<file path="src/rtl/trig_capture_buffer_pkg.sv">
// Shared types for the triggered capture buffer: FSM state encoding and trigger modes.
package trig_capture_buffer_pkg;

  typedef enum logic [2:0] {
    StIdle,
    StArm,
    StWait,
    StPost,
    StDone
  } state_e;

  localparam logic [1:0] ModeImm      = 2'd0;
  localparam logic [1:0] ModeLevel    = 2'd1;
  localparam logic [1:0] ModeEdge     = 2'd2;
  localparam logic [1:0] ModeLevelAlt = 2'd3;

endpackage

</file>
<file path="src/rtl/trig_capture_buffer_ram.sv">
// Simple dual-port record RAM: one write port, one read port with a registered output.
module trig_capture_buffer_ram #(
  parameter int unsigned W      = 8,
  parameter int unsigned ADDR_W = 6
) (
  input  logic              clk,
  input  logic              rst,
  input  logic              we,
  input  logic [ADDR_W-1:0] waddr,
  input  logic [W-1:0]      wdata,
  input  logic [ADDR_W-1:0] raddr,
  output logic [W-1:0]      rdata
);

  logic [W-1:0] mem [2**ADDR_W];

  always_ff @(posedge clk) begin
    if (we) begin
      mem[waddr] <= wdata;
    end
  end

  // Storage itself is not reset; only the output register is.
  always_ff @(posedge clk or posedge rst) begin
    if (rst) begin
      rdata <= '0;
    end else begin
      rdata <= mem[raddr];
    end
  end

endmodule

</file>
<file path="src/rtl/trig_capture_buffer.sv">
// Triggered sample recorder: rate-divided sampling, masked level/edge trigger,
// DEPTH-sample record with pre-trigger history, read back in trigger-aligned order.
module trig_capture_buffer
  import trig_capture_buffer_pkg::*;
#(
  parameter int unsigned W      = 8,
  parameter int unsigned ADDR_W = 6,
  parameter int unsigned DIV_W  = 32
) (
  input  logic              clk,
  input  logic              rst,
  input  logic              start,
  input  logic              abort,
  input  logic [1:0]        mode,
  input  logic [W-1:0]      pattern,
  input  logic [W-1:0]      mask,
  input  logic [ADDR_W-1:0] pre_cnt,
  input  logic [DIV_W-1:0]  div_val,
  input  logic [W-1:0]      din,
  input  logic [ADDR_W-1:0] rd_addr,
  output logic [W-1:0]      rd_data,
  output logic              busy,
  output logic              triggered,
  output logic              done
);

  localparam logic [ADDR_W-1:0] AddrOne = ADDR_W'(1);
  localparam logic [ADDR_W-1:0] AddrMax = '1;
  localparam logic [DIV_W-1:0]  DivOne  = DIV_W'(1);

  state_e            state_q, state_d;
  logic [1:0]        mode_q;
  logic [W-1:0]      pattern_q, mask_q, din_q;
  logic [ADDR_W-1:0] pre_cnt_q;
  logic [DIV_W-1:0]  div_val_q, div_cnt_q;
  logic [ADDR_W-1:0] wr_ptr_q, wr_ptr_d, fill_q, fill_d, post_q, post_d;
  logic [ADDR_W-1:0] start_addr_q, start_addr_d, rd_phys_q;
  logic              match_prev_q, match_prev_d;
  logic              triggered_q, triggered_d, done_q, done_d;
  logic              start_ok, tick, match, trig_hit, we;

  assign start_ok = start && !abort && (state_q == StIdle || state_q == StDone);
  assign tick     = (div_cnt_q == div_val_q);
  assign match    = (((din_q ^ pattern_q) & mask_q) == '0);

  always_comb begin
    case (mode_q)
      ModeImm:  trig_hit = 1'b1;
      ModeEdge: trig_hit = match && !match_prev_q;
      default:  trig_hit = match;
    endcase
  end

  always_comb begin
    state_d      = state_q;
    wr_ptr_d     = wr_ptr_q;
    fill_d       = fill_q;
    post_d       = post_q;
    start_addr_d = start_addr_q;
    triggered_d  = triggered_q;
    done_d       = done_q;
    match_prev_d = tick ? match : match_prev_q;
    we           = 1'b0;

    case (state_q)
      StIdle, StDone: begin
        if (start_ok) begin
          state_d     = StArm;
          wr_ptr_d    = '0;
          fill_d      = '0;
          triggered_d = 1'b0;
          done_d      = 1'b0;
        end
      end
      StArm: begin
        // A level already matching when WAIT is entered must not count as an edge.
        if (fill_q == pre_cnt_q) begin
          state_d      = StWait;
          match_prev_d = 1'b1;
        end else if (tick) begin
          we       = 1'b1;
          wr_ptr_d = wr_ptr_q + AddrOne;
          fill_d   = fill_q + AddrOne;
          if (fill_q + AddrOne == pre_cnt_q) begin
            state_d      = StWait;
            match_prev_d = 1'b1;
          end
        end
      end
      StWait: begin
        if (tick) begin
          we       = 1'b1;
          wr_ptr_d = wr_ptr_q + AddrOne;
          if (trig_hit) begin
            triggered_d  = 1'b1;
            start_addr_d = wr_ptr_q - pre_cnt_q;
            post_d       = AddrMax - pre_cnt_q;
            if (pre_cnt_q == AddrMax) begin
              state_d = StDone;
              done_d  = 1'b1;
            end else begin
              state_d = StPost;
            end
          end
        end
      end
      StPost: begin
        if (tick) begin
          we       = 1'b1;
          wr_ptr_d = wr_ptr_q + AddrOne;
          post_d   = post_q - AddrOne;
          if (post_q == AddrOne) begin
            state_d = StDone;
            done_d  = 1'b1;
          end
        end
      end
      default: state_d = StIdle;
    endcase

    if (abort) begin
      state_d     = StIdle;
      triggered_d = 1'b0;
      done_d      = 1'b0;
      we          = 1'b0;
    end
  end

  always_ff @(posedge clk or posedge rst) begin
    if (rst) begin
      state_q      <= StIdle;
      mode_q       <= '0;
      pattern_q    <= '0;
      mask_q       <= '0;
      pre_cnt_q    <= '0;
      div_val_q    <= '0;
      div_cnt_q    <= '0;
      din_q        <= '0;
      wr_ptr_q     <= '0;
      fill_q       <= '0;
      post_q       <= '0;
      start_addr_q <= '0;
      rd_phys_q    <= '0;
      match_prev_q <= 1'b0;
      triggered_q  <= 1'b0;
      done_q       <= 1'b0;
    end else begin
      state_q      <= state_d;
      din_q        <= din;
      div_cnt_q    <= (start_ok || tick) ? '0 : div_cnt_q + DivOne;
      wr_ptr_q     <= wr_ptr_d;
      fill_q       <= fill_d;
      post_q       <= post_d;
      start_addr_q <= start_addr_d;
      rd_phys_q    <= rd_addr + start_addr_q;
      match_prev_q <= match_prev_d;
      triggered_q  <= triggered_d;
      done_q       <= done_d;
      if (start_ok) begin
        mode_q    <= mode;
        pattern_q <= pattern;
        mask_q    <= mask;
        pre_cnt_q <= pre_cnt;
        div_val_q <= div_val;
      end
    end
  end

  assign busy      = (state_q == StArm) || (state_q == StWait) || (state_q == StPost);
  assign triggered = triggered_q;
  assign done      = done_q;

  trig_capture_buffer_ram #(
    .W      (W),
    .ADDR_W (ADDR_W)
  ) u_ram (
    .clk   (clk),
    .rst   (rst),
    .we    (we),
    .waddr (wr_ptr_q),
    .wdata (din_q),
    .raddr (rd_phys_q),
    .rdata (rd_data)
  );

endmodule
</file>
<file path="config.mk">
export PLATFORM = sky130hd
export DESIGN_NAME = trig_capture_buffer
export DESIGN_NICKNAME = d
export VERILOG_FILES = /design/src/rtl/trig_capture_buffer_pkg.sv /design/src/rtl/trig_capture_buffer_ram.sv /design/src/rtl/trig_capture_buffer.sv
export SDC_FILE = /design/constraint.sdc
export NUM_CORES = 1
export LEC_CHECK = 0
export CAP_MARGIN = 20
export CORE_AREA = 2 2 214 216
export DETAILED_ROUTE_END_ITERATION = 12
export DIE_AREA = 0 0 216 218
export GPL_ROUTABILITY_DRIVEN = 0
export PLACE_DENSITY = 0.88
export REMOVE_ABC_BUFFERS = 1
export SLEW_MARGIN = 20
export SYNTH_ARGS = -nofsm -noshare
export SYNTH_HDL_FRONTEND = slang
export SYNTH_SLANG_ARGS = --single-unit
</file>
<file path="constraint.sdc">
create_clock -name clk -period 11.9 [get_ports clk]
set_input_delay 2.38 -clock clk [delete_from_list [all_inputs] [get_ports clk]]
set_output_delay 2.38 -clock clk [all_outputs]
set_load 0.1 [all_outputs]
</file>
## Yosys cells after proc, flatten, opt, wreduce, memory -nomap -nowiden

Memory sizes are Yosys's and may differ from the RTL's. A register that Yosys moved wholly into a read port is not among the register bits.
Cells that the tools add are included.

- Register bits after elaboration: 132
- Bits in latches: 0
- RAM bits: 512
- ROM bits: 0
- Output and inout port bits: 11
- Logic and storage cells: 123
- Memories kept: 1

- $add $sub $neg: 7
- Multipliers: 0
- Divide/modulo/power cells: 0
- Order comparisons: 0
- Equal/unequal tests: 24
- Shift operators: 0
- Mux-type cells: 47
- Bitwise logic cells: 2
- Reduce and logical (&&, ||, !) cells: 26

Memory list:

| memory | words | bits a word | rd ports | clocked after memory_dff | write ports | RTL line | RTL |
|---|---|---|---|---|---|---|---|
| u_ram.mem | 64 | 8 | 1 | 1 | 1 | trig_capture_buffer_ram.sv:15 | `logic [W-1:0] mem [2**ADDR_W];` |

Operators with widths:

| operator | number |
|---|---|
| 6-bit two-way mux | 8 |
| 32-bit by 1-bit adder with 32-bit output, second input constant | 1 |
| 32-bit equality test | 1 |
| 32-bit two-way mux | 1 |
| 3-bit two-way mux | 10 |
| 6-bit case mux with 2 select lines | 2 |
| 1-bit two-way mux | 20 |
| 3-bit != test, second input constant | 6 |
| 6-bit case mux with 3 select lines | 1 |
| 7-bit AND reduction | 2 |
| 6-bit by 1-bit adder with 6-bit output, second input constant | 2 |
| 6-bit equality test | 2 |
| 2-bit != test, second input constant | 6 |
| 3-bit case mux with 4 select lines | 1 |
| 4-bit AND reduction | 3 |
| 8-bit AND | 1 |
| 8-bit logical NOT | 1 |
| 4-bit != test, second input constant | 2 |
| 8-bit bitwise XOR | 1 |
| 6-bit adder | 1 |
| 3-bit by 2-bit equality test with 1-bit output, second input constant | 2 |
| 6-bit by 1-bit equality test with 1-bit output, second input constant | 1 |
| 6-bit equality test, second input constant | 1 |
| 1-bit case mux with 2 select lines | 3 |
| other kinds (17) | 27 |

## Depth between registers and ports, before layout

Gate-level depths: netlist (run 1).

- Depth in word-level cells: 9
- Depth in mapped cells: 9
- Mapped depth without buffers: 8

## Hierarchy

From an unflattened synthesis (run 1), not the netlist that was laid out.

- Cells, all modules: 1,674
- Area total of the unflattened synthesis: 26,918.3 um^2

Modules (own cells, without submodules):

| module | instances | cells an instance | area each (um^2) | seq. area each (um^2) |
|---|---|---|---|---|
| trig_capture_buffer_ram | 1 | 964 | 20,362.0 | 15,574.9 |
| trig_capture_buffer | 1 | 710 | 6,556.3 | 3,303.2 |

## Worst setup path after synthesis (run 1)

Ideal clock, no wire load.

- Path kind: reg2out
- Start: register state_q[0]
- End: output busy
- Arrival time: 1.890 ns
- Required time: 9.520 ns
- Setup slack: 7.630 ns
- Cell stages (with the launch flop): 4
- Buffers on the path: 1
- Cell sequence: dfrtp_1 -> clkbuf_1 -> nor2_1 -> nor2_1

- Word-level cells in the longest chain between the ends: 3
- Elaborated cells on any way between the ends: 5

Ends and longest elaborated chain:

| what | RTL line | RTL |
|---|---|---|
| from (decl) | trig_capture_buffer.sv:31 | `state_e state_q, state_d;` |
| from (signal assigned) | trig_capture_buffer.sv:131 | `state_q <= StIdle;` |
| from (signal assigned) | trig_capture_buffer.sv:148 | `state_q <= state_d;` |
| 3-bit by 1-bit equality test with 1-bit output / 3-bit by 2-bit equality test with 1-bit output (equally long branches) | trig_capture_buffer.sv:169 | `assign busy = (state_q == StArm) \|\| (state_q == StWait) \|\| (state_q == StPost);` |
| 1-bit logical OR | trig_capture_buffer.sv:169 |  |
| 1-bit logical OR * | trig_capture_buffer.sv:169 |  |
| to (decl) | trig_capture_buffer.sv:22 | `output logic busy,` |

Every way passes the cells marked *; elsewhere a longest branch is shown, timed or not.

## Worst setup path in the final report (run 1)

Ends and elaborated chain as after synthesis.

==> results of run 1 <==
-- registers in the layout, summed over array words and instances (netlist names) --
register,cells
u_ram.mem,512
div_cnt_q,32
div_val_q,32
din_q,8
mask_q,8
pattern_q,8
u_ram.rdata,8
fill_q,6
post_q,6
pre_cnt_q,6
rd_phys_q,6
start_addr_q,6
wr_ptr_q,6
state_q,3
mode_q,2
done,1
match_prev_q,1
triggered,1
-- routing by layer --
| layer | global-route usage, % | part of all wire (%) | routed length (um) |
|---|---|---|---|
| met1 | 40.4 | 37 | 24700 |
| met2 | 48.0 | 50 | 33400 |
| met3 | 5.19 | 9.8 | 6550 |
| met4 | 9.54 | 3.5 | 2340 |
| met5 | 0 | 0 | 0 |
-- layout by cell type, fill, tap and decap left out, types with 7 or more instances in the layout --
master                            instances
sky130_fd_sc_hd__nand3_1                 33
sky130_fd_sc_hd__inv_1                   28
sky130_fd_sc_hd__a22oi_1                  7
sky130_fd_sc_hd__xor2_1                  65
sky130_fd_sc_hd__nand4_1                  9
sky130_fd_sc_hd__nor4_1                  10
sky130_fd_sc_hd__buf_4                   10
sky130_fd_sc_hd__nand2_1                182
sky130_fd_sc_hd__clkdlybuf4s50_1         84
sky130_fd_sc_hd__clkbuf_16               60
sky130_fd_sc_hd__edfxtp_1               512
sky130_fd_sc_hd__nor3_1                  10
sky130_fd_sc_hd__a21o_1                   7
sky130_fd_sc_hd__a21oi_1                 23
sky130_fd_sc_hd__ha_1                    15
sky130_fd_sc_hd__nor2_1                 125
sky130_fd_sc_hd__clkinv_2                15
sky130_fd_sc_hd__o21ai_0                 19
sky130_fd_sc_hd__bufinv_16               16
sky130_fd_sc_hd__xnor2_1                 24
sky130_fd_sc_hd__dfrtp_1                129
sky130_fd_sc_hd__mux4_2                 168
sky130_fd_sc_hd__and3_1                  11
sky130_fd_sc_hd__dfrtp_4                 10
-- critical path, stage by stage, from the launching register on --
cell	delay (ps)
sky130_fd_sc_hd__dfrtp_1	640
sky130_fd_sc_hd__nor2_1	190
sky130_fd_sc_hd__nor2_1	290
sky130_fd_sc_hd__clkdlybuf4s50_1	1210
-- final cells by class --
class	count	share of cell area, %
repair buffers	95	3.05
inverters	29	0.375
clock inverters	45	2.28
multi-input cells	795	24.3
flip-flops and latches	652	62.3
well taps	600	2.47
clock buffers	68	5.18
-- report_power, final --
group / switching, mW / internal [mW] / total [mW]
Sequential: 0.168 / 2.58 / 2.75
Clock: 0.874 / 1.30 / 2.18
Combinational: 0.415 / 0.292 / 0.707
Total: 1.46 / 4.18 / 5.64
-- how the worst max path moves through the flow --
stage / startpoint / endpoint / slack, ps / depth (start not counted)
detailed placement: abort / u_ram.mem[53][0] / 6220 / 4
global placement: abort / u_ram.mem[53][6] / 6440 / 4
floorplan: rd_phys_q[0] / u_ram.rdata[0] / 5270 / 3
CTS: state_q[0] / busy / 6640 / 3
global route: state_q[0] / busy / 6530 / 3
finish: state_q[0] / busy / 6570 / 3
-- per-stage QoR --
| stage | instance area, um^2 | hold slack, ps | setup slack [ps] | utilization, % |
|---|---|---|---|---|
| final | 30400 | 477 | 6570 | 67.6 |
| after global routing | 30400 | 511 | 6530 | 67.6 |
| after CTS | 30300 | 481 | 6640 | 67.6 |
| after detailed placement | 28100 | 465 | 6220 | 62.5 |
| after global placement | 28100 | 458 | 6440 | 62.5 |
| after floorplan | 26400 | 446 | 5270 | - |
-- logic make-up (layout without fill, tap and decap cells) --
family | count (synthesis) | in the layout | share of synthesized area [%]
xor+xnor | 89 | 89 | 2.92
flops | 652 | 652 | 70.7
mux | 177 | 177 | 14.6
buf+inv | 104 | 237 | 1.69
fa+ha+maj | 17 | 17 | 0.853
simple gates | 422 | 422 | 6.94
compound gates | 90 | 90 | 2.31
==> results.sh, run 1 <==
export IMPL_maxCapViolations=0
export IMPL_edff_count_synth=512
export IMPL_initial_utilization_pct=59.5
export IMPL_detail_route_antenna_nets=0
export IMPL_cts_hold_buf=0
export IMPL_vias=15200
export IMPL_antenna_found_initial=0
export IMPL_clock_path_buffers=3
export IMPL_clock_tree_from_tritoncts="done"
export IMPL_yosysWarnings=0
export IMPL_synth_top_area_share_pct=57.6
export IMPL_seq_cell_area_um2=18900
export IMPL_timing_fmax_mhz=188
export IMPL_worst_hold_path_endpoint="mask_q[4]"
export IMPL_wl_per_cell_um=29.3
export IMPL_placementRows=78
export IMPL_largest_net_degree_at_the_start_of_global_routing=87
export IMPL_drive_gt1_share_pct=18.6
export IMPL_holdCritStartpoint="mask_q[4]"
export IMPL_post_cts_setup_buffer_count=0
export IMPL_run_status="finished clean"
export IMPL_grt_pass1_wl_um=100000
export IMPL_end_kind="output pin"
export IMPL_clkLatencyLatePin_ps=650
export IMPL_vias_per_cell=6.64
export IMPL_total_power_mw=5.64
export IMPL_grt_pass1_vias=15200
export IMPL_setup_violations_final=0
export IMPL_report_final_slew_viol_count=0
export IMPL_min_path_type="reg -> reg"
export IMPL_pin_count=85
export IMPL_die_area_um2=47100
export IMPL_detail_route_first_pass_iterations=5
export IMPL_area_growth_from_synthesis_to_layout_pct=13.7
export IMPL_worst_slew_pin_slew_ps=1060
export IMPL_worstHoldPathCells=2
export IMPL_synthFlopType="sky130_fd_sc_hd__edfxtp_1"
export IMPL_worstReg2RegEnd="u_ram.mem[53][1]"
export IMPL_irDropWorstVdd_mv=0.161
export IMPL_ys_async_sr_fraction_pct=21.5
export IMPL_height_of_the_die_um=218
export IMPL_post_synth_inst_count=1551
export IMPL_crit_path_max_fanout=17
export IMPL_synth_area_leader_cell="sky130_fd_sc_hd__edfxtp_1"
export IMPL_cts_reportedPaths_clkPinSlew_ps=60
export IMPL_reg2regPathDepth=6
export IMPL_max_slew_margin_pct=29.4
export IMPL_number_of_flip_flops_and_latches_in_the_synthesized_netlist=652
export IMPL_design_core_area_um2=44900
export IMPL_critPathArrivalTime_ps=2950
export IMPL_cts_root_buffer_cell="sky130_fd_sc_hd__clkbuf_16"
export IMPL_synth_cell_type_count=65
export IMPL_htree_levels=2
export IMPL_post_cts_resized=0
export IMPL_worst_setup_path_start_kind="register"
export IMPL_antenna_cells=0
export IMPL_grt_overflow_total=0
export IMPL_drt_wl_total_um=66900
export IMPL_postSynthAreaPerCell_um2=17.2
export IMPL_worst_r2r_src="div_cnt_q[5]"
export IMPL_cts_made_buffers=60
export IMPL_fin_crit_sh_pct=44.8
export IMPL_finalCriticalPeriod_ps=5330
export IMPL_detailed_place_hpwl_um=38800
export IMPL_globalRouteTotalUtil_pct=29.2
export IMPL_rsz0062_at_grt="no"
export IMPL_post_synth_most_frequent_cells="sky130_fd_sc_hd__edfxtp_1, sky130_fd_sc_hd__nand2_1, sky130_fd_sc_hd__mux4_2, sky130_fd_sc_hd__dfrtp_1, sky130_fd_sc_hd__nor2_1"
export IMPL_synth_area_top_cells="sky130_fd_sc_hd__edfxtp_1, sky130_fd_sc_hd__mux4_2, sky130_fd_sc_hd__dfrtp_1"
export IMPL_fillcell_total=2731
export IMPL_placed_cells=2171
export IMPL_leakage_power_nw=10.6
export IMPL_synth_yosys_seq_area_share_pct=70.7
export IMPL_drt_iter0_drc=1926
export IMPL_crit_type="reg -> out"
export IMPL_final_setup_tns_ps=0
export IMPL_cellPowerDensity_nw_per_um2=186
export IMPL_critPathRequiredTime_ps=9520
export IMPL_yosys_cell_count_top_type="sky130_fd_sc_hd__edfxtp_1"
export IMPL_multi_input_combinational_cell_area_um2=7390
export IMPL_drc=0
export IMPL_nets=1724
export IMPL_area_of_the_mapped_netlist_um2=26700
export IMPL_clock_sinks=652
export IMPL_port_buffers=84
export IMPL_setup_clock_skew_after_layout_ps=32.4
export IMPL_fp_dieW_um=216
export IMPL_finalHoldViolations=0
export IMPL_instances_no_fill=2284
export IMPL_reg2reg_slack_ps=7230
No activity file was read; power rests on OpenSTA's default activity.
==> run 2: changes to the inputs <==
clock period = 5 ns   (was 11.9 ns; I/O delays follow)
==> results.sh, run 2 (synthesis results as in run 1) <==
export IMPL_post_layout_util_pct=67.6
export IMPL_area_growth_from_synthesis_to_layout_pct=13.6
export IMPL_placementRows=78
export IMPL_detail_route_first_pass_iterations=5
export IMPL_worstReg2RegEnd="u_ram.mem[33][3]"
export IMPL_worst_setup_path_start_kind="register"
export IMPL_initial_utilization_pct=59.5
export IMPL_instances_no_fill=2293
export IMPL_height_of_the_die_um=218
export IMPL_fp_dieW_um=216
export IMPL_placed_cells=2180
export IMPL_die_area_um2=47100
export IMPL_maxCapViolations=0
export IMPL_clock_sinks=652
export IMPL_power_frac_clock_pct=37.6
export IMPL_reg2regPathDepth=6
export IMPL_regMostFlops="u_ram.mem"
export IMPL_crit_path_max_fanout=11
export IMPL_cts_hold_buf=0
export IMPL_reg_largest_list="u_ram.mem (512), div_cnt_q (32), div_val_q (32)"
export IMPL_setup_violations_final=0
export IMPL_grt_pass1_vias=15200
export IMPL_vias=15200
export IMPL_critPathRequiredTime_ps=5260
export IMPL_antenna_found_initial=0
export IMPL_seq_power_share_pct=49.1
export IMPL_largest_register_ffs=512
export IMPL_detailed_place_area_um2=28200
export IMPL_design_core_area_um2=44900
export IMPL_cts_root_buffer_cell="sky130_fd_sc_hd__clkbuf_16"
export IMPL_port_buffers=84
export IMPL_postLayoutCellArea_um2=30300
export IMPL_cellInternalPower_mw=9.73
export IMPL_clkLatencyLatePin_ps=650
export IMPL_p_comb_share_pct=13.3
export IMPL_clock_tree_from_tritoncts="done"
export IMPL_endpoint="u_ram.mem[33][3]"
export IMPL_drc=0
export IMPL_detail_route_antenna_nets=0
export IMPL_most_common_cell_after_layout_fill_and_taps_aside="sky130_fd_sc_hd__edfxtp_1"
export IMPL_post_cts_setup_buffer_count=0
export IMPL_drt_iter0_drc=1849
export IMPL_worst_r2r_src="div_cnt_q[26]"
export IMPL_finalCriticalPeriod_ps=4460
export IMPL_reg2reg_slack_ps=540
export IMPL_drive_gt1_share_pct=18.9
export IMPL_worstSetupStartpoint="div_cnt_q[26]"
export IMPL_worst_slew_pin_slew_ps=985
export IMPL_setup_clock_skew_after_layout_ps=36.7
export IMPL_end_kind="register"
export IMPL_largest_net_degree_at_the_start_of_global_routing=108
export IMPL_finalHoldViolations=0
export IMPL_critPathArrivalTime_ps=4720
export IMPL_crit_type="reg -> reg"
export IMPL_holdCritStartpoint="mask_q[5]"
export IMPL_grt_met3_usage_pct=6.05
export IMPL_vias_per_cell=6.62
export IMPL_min_path_type="reg -> reg"
export IMPL_antenna_cells=0
export IMPL_grt_met1_use_pct=39.1
export IMPL_report_final_slew_viol_count=0
export IMPL_grt_overflow_total=0
export IMPL_fin_crit_sh_pct=89.2
export IMPL_cts_reportedPaths_clkPinSlew_ps=70
export IMPL_switching_share_pct=26.3
export IMPL_globalRouteTotalUtil_pct=29.0
export IMPL_switching_power_mw=3.48
export IMPL_htree_levels=2
export IMPL_cts_made_buffers=60
export IMPL_max_slew_margin_pct=34.2
export IMPL_grt_busiest_layer="met2"
export IMPL_post_cts_resized=0
export IMPL_leakage_power_nw=10.6
export IMPL_final_setup_tns_ps=0
export IMPL_detailed_place_hpwl_um=39300
export IMPL_grt_util_met2_pct=47.7
export IMPL_nets=1733
export IMPL_run_status="finished clean"
export IMPL_clock_path_buffers=3
export IMPL_drt_wl_total_um=66500
export IMPL_timing_fmax_mhz=224
export IMPL_cellPowerDensity_nw_per_um2=436
export IMPL_irDropWorstVdd_mv=0.505
export IMPL_rsz0062_at_grt="no"
export IMPL_pin_count=85
export IMPL_grt_pass1_wl_um=99800
export IMPL_final_cell_mix="sky130_fd_sc_hd__edfxtp_1, sky130_fd_sc_hd__nand2_1, sky130_fd_sc_hd__mux4_2"
export IMPL_wl_per_cell_um=29.0
[run 2: changes by cell type in the layout (fill, tap and decap cells not counted), sizes merged]
cell      before  now
buf           11   20
clkinv        25   21
clkinvlp       4    7
clkbuf        68   73
bufinv        16   11
inv           29   30
[run 2: worst min path at each step]
stage                endpoint  slack [ps]  cells past startpoint
CTS                 mask_q[4]         480                      2
finish              mask_q[5]         480                      2
detailed placement  mask_q[4]         460                      2
global route        mask_q[4]         500                      2
global placement    mask_q[7]         460                      2
floorplan           mask_q[2]         450                      2
[run 2: per-layer routing]
metal  vias up  wire length [um]
li1       6132                 -
met1      7734             24300
met2      1122             32900
met3       196              6670
met4         0              2660
met5         -                 0
[run 2: power groups by stage]
stage	logic, mW	registers, mW	clock network (mW)
2_1_floorplan	1.12	6.63	0
3_3_place_gp	1.65	6.57	0
3_5_place_dp	1.72	6.59	0
4_1_cts	1.75	6.48	4.98
5_1_grt	1.92	6.52	5.16
6_report	1.76	6.49	4.96
[run 2: worst max-delay path: stages, from the launching register on]
cell and delay (ps):
sky130_fd_sc_hd__dfrtp_1 430, sky130_fd_sc_hd__xor2_1 180, sky130_fd_sc_hd__nor4_1 420, sky130_fd_sc_hd__nand4_1 620, sky130_fd_sc_hd__a2111oi_4 730, sky130_fd_sc_hd__nand3_1 780
sky130_fd_sc_hd__nor2_1 900
[run 2: metrics by stage]
step / power, mW / hold slack, ps / setup WS (ps)
5_1_grt: 13.6 / 497 / 394
2_1_floorplan: 7.75 / 446 / -1630
6_report: 13.2 / 478 / 539
3_3_place_gp: 8.22 / 460 / 1020
3_5_place_dp: 8.31 / 463 / 832
4_1_cts: 13.2 / 479 / 679
[run 2: final cells by class]
type	instances	area, um^2
fillers	2772	14600
well taps	600	751
clock inverters	40	532
flip-flops and latches	652	18900
multi-input cells	795	7390
repair buffers	104	1040
inverters	29	116
clock buffers	73	1610
